## src/rtl/wakeup_delay_pipe.sv

```systemverilog
// Per-lane delay line turning issued micro-ops into wakeup broadcasts L cycles later.
// Slot k of a lane holds the op whose broadcast happens k cycles from now.
module wakeup_delay_pipe #(
  parameter int unsigned ISSUE_WIDTH       = 2,
  parameter int unsigned MAX_LATENCY       = 4,
  parameter int unsigned REG_NUM_BIT_WIDTH = 7,
  localparam int unsigned LAT_W            = $clog2(MAX_LATENCY + 1)
) (
  input  logic                                        clk,
  input  logic                                        rst,
  input  logic                                        flush,
  input  logic [ISSUE_WIDTH-1:0]                      issue,
  input  logic [ISSUE_WIDTH-1:0]                      issueDstValid,
  input  logic [ISSUE_WIDTH-1:0][REG_NUM_BIT_WIDTH-1:0] issueDstRegNum,
  input  logic [ISSUE_WIDTH-1:0][LAT_W-1:0]           issueLatency,
  output logic [ISSUE_WIDTH-1:0][MAX_LATENCY-1:0]     issueSlotFree,
  output logic [ISSUE_WIDTH-1:0]                      wakeup,
  output logic [ISSUE_WIDTH-1:0]                      wakeupDstValid,
  output logic [ISSUE_WIDTH-1:0][REG_NUM_BIT_WIDTH-1:0] wakeupDstRegNum,
  output logic                                        errCollision
);

  logic [ISSUE_WIDTH-1:0][MAX_LATENCY-1:0]                        valid_q, valid_d;
  logic [ISSUE_WIDTH-1:0][MAX_LATENCY-1:0]                        dst_q, dst_d;
  logic [ISSUE_WIDTH-1:0][MAX_LATENCY-1:0][REG_NUM_BIT_WIDTH-1:0] reg_q, reg_d;
  logic                                                           err_q, err_d;
  logic [ISSUE_WIDTH-1:0]                                         legal;
  logic [ISSUE_WIDTH-1:0]                                         busy;

  // Shift every lane one slot, then drop accepted issues into slot L-1
  always_comb begin
    valid_d = '0;
    dst_d   = '0;
    reg_d   = '0;
    err_d   = err_q;
    legal   = '0;
    busy    = '0;
    for (int i = 0; i < int'(ISSUE_WIDTH); i++) begin
      for (int k = 0; k < int'(MAX_LATENCY) - 1; k++) begin
        valid_d[i][k] = valid_q[i][k+1];
        dst_d[i][k]   = dst_q[i][k+1];
        reg_d[i][k]   = reg_q[i][k+1];
      end
      legal[i] = (issueLatency[i] != '0) && (issueLatency[i] <= LAT_W'(MAX_LATENCY));
      // A latency of MAX_LATENCY targets the always-empty slot beyond the array
      for (int k = 1; k < int'(MAX_LATENCY); k++) begin
        if (issueLatency[i] == LAT_W'(k)) busy[i] = valid_q[i][k];
      end
      if (issue[i] && !flush) begin
        if (legal[i] && !busy[i]) begin
          for (int k = 0; k < int'(MAX_LATENCY); k++) begin
            if (issueLatency[i] == LAT_W'(k + 1)) begin
              valid_d[i][k] = 1'b1;
              dst_d[i][k]   = issueDstValid[i];
              reg_d[i][k]   = issueDstRegNum[i];
            end
          end
        end else begin
          err_d = 1'b1;
        end
      end
    end
    if (flush) begin
      valid_d = '0;
      dst_d   = '0;
      reg_d   = '0;
    end
  end

  always_ff @(posedge clk) begin
    if (rst) begin
      valid_q <= '0;
      dst_q   <= '0;
      reg_q   <= '0;
      err_q   <= 1'b0;
    end else begin
      valid_q <= valid_d;
      dst_q   <= dst_d;
      reg_q   <= reg_d;
      err_q   <= err_d;
    end
  end

  // Broadcasts come straight from slot 0; slot availability looks one slot ahead
  always_comb begin
    wakeup          = '0;
    wakeupDstValid  = '0;
    wakeupDstRegNum = '0;
    issueSlotFree   = '0;
    for (int i = 0; i < int'(ISSUE_WIDTH); i++) begin
      wakeup[i]          = valid_q[i][0];
      wakeupDstValid[i]  = dst_q[i][0];
      wakeupDstRegNum[i] = reg_q[i][0];
      for (int k = 0; k < int'(MAX_LATENCY) - 1; k++) begin
        issueSlotFree[i][k] = !valid_q[i][k+1];
      end
      issueSlotFree[i][MAX_LATENCY-1] = 1'b1;
    end
  end

  assign errCollision = err_q;

endmodule

```

## config.mk

```make
export PLATFORM = sky130hd
export DESIGN_NAME = wakeup_delay_pipe
export DESIGN_NICKNAME = d
export VERILOG_FILES = /design/src/rtl/wakeup_delay_pipe.sv
export SDC_FILE = /design/constraint.sdc
export NUM_CORES = 1
export LEC_CHECK = 0
export BUFFER_PORTS_ARGS = -buffer_cell sky130_fd_sc_hd__buf_4
export CAP_MARGIN = 40
export CORE_ASPECT_RATIO = 1.4
export CORE_MARGIN = 2
export CORE_UTILIZATION = 24
export CTS_BUF_LIST = sky130_fd_sc_hd__clkbuf_2 sky130_fd_sc_hd__clkbuf_4 sky130_fd_sc_hd__clkbuf_8
export CTS_CLUSTER_SIZE = 28
export DETAILED_ROUTE_END_ITERATION = 6
export PLACE_DENSITY_LB_ADDON = 0.15
export SETUP_SLACK_MARGIN = 0.02
export SYNTH_ARGS = -nofsm -noshare
export SYNTH_HDL_FRONTEND = slang
export SYNTH_SLANG_ARGS = --single-unit
```

## constraint.sdc

```tcl
create_clock -name clk -period 3.7 [get_ports clk]
set_input_delay 0.185 -clock clk [delete_from_list [all_inputs] [get_ports clk]]
set_output_delay 0.185 -clock clk [all_outputs]
set_load 0.02 [all_outputs]
```

# == Word level (Yosys, flattened, before mapping) ==
# Cells that the tools add are included.
# classes
add_sub_neg,0
n_mul,0
div,0
n_lt_le_gt_ge,2
n_eq_ne,8
n_shift,0
mux,42
n_bitwise,6
reduce_logical,22
# ops
op,count
21-bit two-way mux,4
7-bit two-way mux,6
1-bit two-way mux,24
3-bit two-way mux,8
"3-bit by 2-bit == test with 1-bit output, second input constant",4
5-bit OR reduction,2
1-bit zero test,9
4-bit OR reduction,2
"3-bit by 1-bit == test with 1-bit output, second input constant",2
"3-bit == test, second input constant",2
"3-bit <= comparator, second input constant",2
1-bit logical AND,6
1-bit inverter,6
3-bit nonzero test,2
2-bit OR reduction,1
# word_totals
ff_bits,73
latchBits,0
mem_bits_rw,0
romBits,0
input_bits,27
out_inout_bits,27
word_cells,97
mem_count,0

# == Longest topological paths before layout ==
# Gate-level depths: netlist of run 1.
# logic_depth
word_depth,10
mapped_depth,7

# == Worst setup path before layout of run 1 ==
# No wires, ideal clock.
# synth_path
path_type,input-to-reg
startpoint,input issueLatency[0] (netlist bit)
endpoint,register dst_q[1] (netlist bit)
setup_time_ps,128
arrival_ps,1459
required_time_ps,3572
path_slack_ps,2113
stages,7
n_path_buf,1
path_cell_list,nor2_1 ha_1 nand4bb_1 or4_1 buf_6 mux2i_1 nor2_1
# synth_via
elab_chain_len,8
word_cells_on_any_way,14
cone_classes,order compare: 1; eq/ne: 3; mux: 6; reduce/logical: 4
# synth_lines
item,line,rtl
"start, declared",15,"input logic [ISSUE_WIDTH-1:0][LAT_W-1:0] issueLatency,"
3-bit by 1-bit == test with 1-bit output,47,if (issueLatency[i] == LAT_W'(k)) busy[i] = valid_q[i][k];
1-bit two-way mux (3 in a row),47,
1-bit zero test,50,if (legal[i] && !busy[i]) begin
1-bit logical AND,50,
3-bit two-way mux (*),50,
3-bit two-way mux (*),49,if (issue[i] && !flush) begin
"end signal, assigned",78,dst_q <= dst_d;
"end, declared",24,"logic [ISSUE_WIDTH-1:0][MAX_LATENCY-1:0] dst_q, dst_d;"
# Mark *: on every way between the ends. The rest lies on a longest branch, timed or not.
# A chain may end at the register's enable or synchronous reset.

# == Worst setup path in the final report of run 1 ==
# layout_path
startpoint,input issueLatency[4] (netlist bit)
endpoint,register reg_q[39] (netlist bit)
# layout_via
elab_chain_len,8
word_cells_on_any_way,14
cone_classes,order compare: 1; eq/ne: 3; mux: 6; reduce/logical: 4
# layout_lines
item,line,rtl
3-bit by 1-bit == test with 1-bit output,47,
1-bit two-way mux (3 in a row),47,
1-bit zero test,50,
1-bit logical AND,50,
21-bit two-way mux (*),50,
21-bit two-way mux (*),49,
"end signal, assigned",79,reg_q <= reg_d;
"end, declared",25,"logic [ISSUE_WIDTH-1:0][MAX_LATENCY-1:0][REG_NUM_BIT_WIDTH-1:0] reg_q, reg_d;"
# Marked as above.

==> out/results.tsv, run 1 <==
metric	value	unit
routed vias/inst	4.227	
GRT Overall Usage	9.923	%
ANT nets after route	0	
synth cell count leaders	dfxtp_1, nor2_1, nand3_1	
Num Clock Sinks	73	
Design Area, Final	3322	um2
# IOs	54	
Die ar.	12270	um2
drt pass-1 iters	4	
share of total power in combinational logic	5.3	%
cell area after synthesis	2733	um2
Ys Warns	0	
sequential fraction of the synthesis area	53.48	%
Yosys cell types	33	
P_leak	1.429	nW
Starting Density	24.35	%
total of max-cap violations	0	
drt total wl	5845	um
top cells by area, synth	dfxtp_1, mux2i_1, buf_4	
DRC	0	
Die X-Extent	94.18	um
Internal	1.238	mW
Sequential Power Share	50.0	%
Vias	1957	
initial antenna violation count	0	
hold_buf cts	0	
P_sw	343.9	uW
core area	11220	um2
slew margin rel.	52.54	%
area grow syn2layout	21.57	%
Power Total	1.582	mW
post-synth top area share	53.48	%
die height	130.3	um
top-count cell post-synth	dfxtp_1	
Slew Limit Fails	0	
setup repair bufs after CTS	0	
FMAX	0.5629	GHz
FF-to-FF setup slack	2.14	ns
first-pass GRT wire length	9252	um
Post-synth ARST share	0	%
Startpoint Class	input pin	
CTS buffer count	9	
Detail Placement HPWL	3861	um
root buffer cell	clkbuf_8	
Primary FF master, synth	dfxtp_1	
period utilisation layout	48.01	%
clk slew on worst S/H paths	0.08	ns
GP Congestion	0.6959	
worst skew pair latency	0.34	ns
Crit Path Category	input pin to flop	
RSZ-0062 raised after global routing	false	
layout cell share with drive strength beyond 1	23.20	%
final-report setup violation count	0	
overflow left after global routing	0	
# rows	46	
PD cells	476.3	nW/um2
Port Buffers	51	
Sw Ratio	21.74	%
post-synthesis cell count	284	
Required @ worst endpoint	3.90	ns
status	complete, no violations	
Synth Register Bits	73	
setup TNS	0	ns
vias in the first global route	1896	
Clock Path Buffers	2	
area leader, netlist	dfxtp_1	
Starting DRT DRC Count	37	
crit end category	flop	
clock share of power	44.8	%
CTS tree	yes	
Critical R2R Capture	reg_q[9]	
hold crit path type	input pin to flop	
Slew @ Worst Pin	0.7098	ns
htree depth	3	
DP Area	3093	um2
largest net degree at the start of global routing	43	
Peak supply drop	0.1758	mV
CTS resizes	0	
Critical Path AT	1.97	ns
Post-Syn Area per Cell	9.622	um2
final hold vios	0	
ANT cells	0	
Worst setup startpoint	issueLatency[4]	
CP max FO	9	
reg2reg path depth	3	
Clock Skews	0.006767	ns
Net count, final	343	
RR Startpoint	valid_q[2]	
Post-synth EDFFs	0	
Final min period	1.776	ns
wire per inst	12.62	um
Critical path destination	reg_q[39]	
-- stage by stage --
| step | util (%) | hold slack (ns) | cells | setup WS, ns |
|---|---|---|---|---|
| finish | 29.60 | 0.06694 | 463 | 1.924 |
| global route | 29.60 | 0.04970 | 463 | 1.752 |
| CTS | 29.60 | 0.04539 | 463 | 1.913 |
| detailed placement | 27.56 | 0.4129 | 447 | 1.553 |
| global placement | 27.56 | 0.4095 | 447 | 1.560 |
| floorplan | - | 0.3032 | 285 | 2.113 |
-- layer usage --
layer	up-vias	wire length [um]	GRT usage, %
met3	7	244	2.714
met1	926	2530	10.61
met5	-	0	0
met4	0	105	5.371
li1	989	-	-
met2	35	2965	17.61
-- final cells by class --
class	instances	area [um2]
Tap cell	144	180.2
Clock inverter	5	77.57
Fill cell	1216	7901
Multi-Input combinational cell	171	1035
Inverter	7	26.28
Sequential cell	73	1461
Timing Repair Buffer	52	390.4
Clock buffer	11	151.4
-- sequential cells by signal (all words and copies together), names as in the netlist --
signal	flops
wakeupDstRegNum	14
valid_q	6
wakeup	2
wakeupDstValid	2
errCollision	1
dst_q	6
reg_q	42
-- worst max-delay path, cell delays in order --
cell and delay (ns):
buf_4 0.13, nor2_1 0.09, ha_1 0.29, nor3b_2 0.27, nand4_1 0.60, mux2i_1 0.34
nor2_1 0.06
-- power by group through the flow --
stage | clock network, mW | registers, mW | logic [mW]
3_3_place_gp | 0 | 0.809 | 0.0842
2_1_floorplan | 0 | 0.810 | 0.0411
6_report | 0.708 | 0.790 | 0.0835
5_1_grt | 0.771 | 0.791 | 0.0925
4_1_cts | 0.736 | 0.790 | 0.0849
3_5_place_dp | 0 | 0.809 | 0.0845
-- worst min-delay path by stage --
stage / cells after the start / slack, ns / end / from
final: 2 / 0.07 / reg_q[53] / issueDstRegNum[11]
after global routing: 2 / 0.05 / reg_q[51] / issueDstRegNum[9]
after CTS: 2 / 0.05 / reg_q[53] / issueDstRegNum[11]
after detailed placement: 2 / 0.41 / reg_q[51] / issueDstRegNum[9]
after global placement: 2 / 0.41 / reg_q[52] / issueDstRegNum[10]
after floorplan: 1 / 0.30 / errCollision / rst
-- placed cells by master (no fill, tap or decap), drive strengths merged, types with 2 or more instances in the layout --
| cell | Yosys | layout |
|---|---|---|
| dfxtp | 73 | 73 |
| buf | 24 | 52 |
| nor2 | 31 | 31 |
| nand3 | 27 | 27 |
| mux2i | 25 | 25 |
| o21ai | 24 | 24 |
| nand2 | 17 | 17 |
| and2 | 16 | 16 |
| clkbuf | 10 | 11 |
| inv | 7 | 7 |
| a21oi | 6 | 6 |
| nor2b | 3 | 3 |
| nand4 | 2 | 2 |
| ha | 2 | 2 |
| conb | 1 | 2 |
| clkinv | 0 | 2 |
| bufinv | 0 | 2 |
| nor3b | 2 | 2 |
| nor4 | 2 | 2 |
-- cells by family after synthesis --
logic type | after synthesis | share of synthesized area [%]
buf+inv | 41 | 8.883
simple gates | 108 | 20.38
flops | 73 | 53.48
fa+ha+maj | 2 | 0.9156
compound gates | 33 | 6.502
mux | 26 | 9.707
other cells | 1 | 0.1372
Note: power is estimated with default switching activity, not from simulation.
==> inputs of run 2 (changes only) <==
==> constraint.sdc (replaced) <==
create_clock -name clk -period 1.8 [get_ports clk]
set_input_delay 0.09 -clock clk [delete_from_list [all_inputs] [get_ports clk]]
set_output_delay 0.09 -clock clk [all_outputs]
set_load 0.02 [all_outputs]
==> run 2 against run 1 <==
Critical path depth down 3. Worst setup slack worse by 1.6 ns. Register-to-register slack worse by 1.8 ns.
==> out/results.tsv, run 2 (same netlist as run 1, synthesis figures left out) <==
metric	value	unit
routed vias/inst	4.080	
Buf+Inv Stages, Crit Path	0	
worst skew pair latency	0.34	ns
# IOs	54	
GP Congestion	0.6742	
ANT cells	0	
Top reg by flops	reg_q	
final hold vios	0	
PD cells	894.1	nW/um2
Detail Placement HPWL	3929	um
Die X-Extent	94.18	um
max reg flops	42	
overflow left after global routing	0	
final-report setup violation count	0	
die height	130.3	um
clk slew on worst S/H paths	0.08	ns
largest net degree at the start of global routing	31	
initial antenna violation count	0	
Startpoint Class	flop	
Required @ worst endpoint	2.09	ns
CP max FO	9	
RSZ-0062 raised after global routing	false	
Clock Path Buffers	2	
Starting Density	24.35	%
core area	11220	um2
cells along the critical path	mux2_4 -> a211oi_2 -> and4_1 -> and2_1	
wire per inst	11.86	um
root buffer cell	clkbuf_8	
Slew Limit Fails	0	
htree depth	3	
Vias	1995	
Final min period	1.497	ns
Num Clock Sinks	73	
placed cell count	456	
Port Buffers	51	
hold crit path type	input pin to flop	
GRT Overall Usage	10.48	%
DRC	0	
CP max stage cell	and4_1	
FMAX	0.6682	GHz
ANT nets after route	0	
Net count, final	369	
highest-count cells in the layout ignoring fill and taps	dfxtp_1, buf_4, nor2_1, nand3_1, mux2i_1	
slew margin rel.	57.02	%
CP delay by family, top	simple AND/OR/NAND/NOR gates	
# rows	46	
crit end category	flop	
commonest non-fill, non-tap cell in the layout	dfxtp_1	
P_leak	1.532	nW
Clock Skews	0.005447	ns
Starting DRT DRC Count	55	
max incr delay on CP	0.40	ns
period utilisation layout	83.14	%
drt total wl	5799	um
CTS tree	yes	
vias in the first global route	1893	
Non-Filler Instances	489	
status	complete, no violations	
Die ar.	12270	um2
CTS buffer count	9	
setup TNS	0	ns
area grow syn2layout	29.58	%
total of max-cap violations	0	
first-pass GRT wire length	9535	um
Crit Path Category	flop to flop	
Slew @ Worst Pin	0.6447	ns
layout cell share with drive strength beyond 1	24.06	%
drt pass-1 iters	4	
setup repair bufs after CTS	0	
Peak supply drop	0.3824	mV
Critical Path AT	1.78	ns
## run 2: power by group
part	switching, mW	leakage, nW	internal, mW	total (mW)
sequential	0.00378	0.588	1.62	1.63
clock	0.602	0.106	0.732	1.33
combinational	0.104	0.838	0.103	0.207
total	0.710	1.53	2.46	3.17
## run 2: layer usage
layer	vias up	routed length (um)	GRT usage, %
met1	901	2538	11.95
li1	1042	-	-
met2	46	2912	17.35
met3	6	251	2.887
met5	-	0	0
met4	0	97	6.394
## run 2: final timing paths
path                            startpoint                  to  cells after the start  slack [ns]
worst max-delay path            valid_q[1]           reg_q[24]                      4        0.30
worst min-delay path              issue[0]        errCollision                      3        0.03
worst max register to register  valid_q[1]           reg_q[24]                      4        0.30
worst min register to register    reg_q[9]  wakeupDstRegNum[2]                      2        0.45
## run 2: what timing repair did
| item | 4_1_cts | 5_1_grt |
|---|---|---|
| hold endpoints to repair | 46 | 0 |
| hold buffers | 17 | 0 |
| gates resized for setup | 0 | 0 |
## run 2: area by class of cell
cell class | count | area, um2
clock inverter | 4 | 51.30
timing repair buffer | 78 | 628.1
inverter | 7 | 26.28
fill | 1168 | 7682
clock buffer | 12 | 158.9
multi-input combinational | 171 | 1035
sequential | 73 | 1461
tap | 144 | 180.2
## run 2: worst reg2reg max path: stages (launching register included)
cell	delay (ns)
dfxtp_1	0.34
mux2_4	0.28
a211oi_2	0.25
and4_1	0.40
and2_1	0.17
## run 2: metrics by stage
stage	power (mW)	hold slack, ns	setup slack [ns]	instance area, um2	util, %
final	3.166	0.02669	0.3034	3541	31.55
after global routing	3.322	0.02768	0.1759	3541	31.55
after detailed placement	1.844	0.3175	0.03010	3161	28.16
after floorplan	1.749	0.2082	0.3081	2736	-
after CTS	3.243	0.004473	0.2511	3541	31.55
after global placement	1.844	0.3131	0.08035	3161	28.16
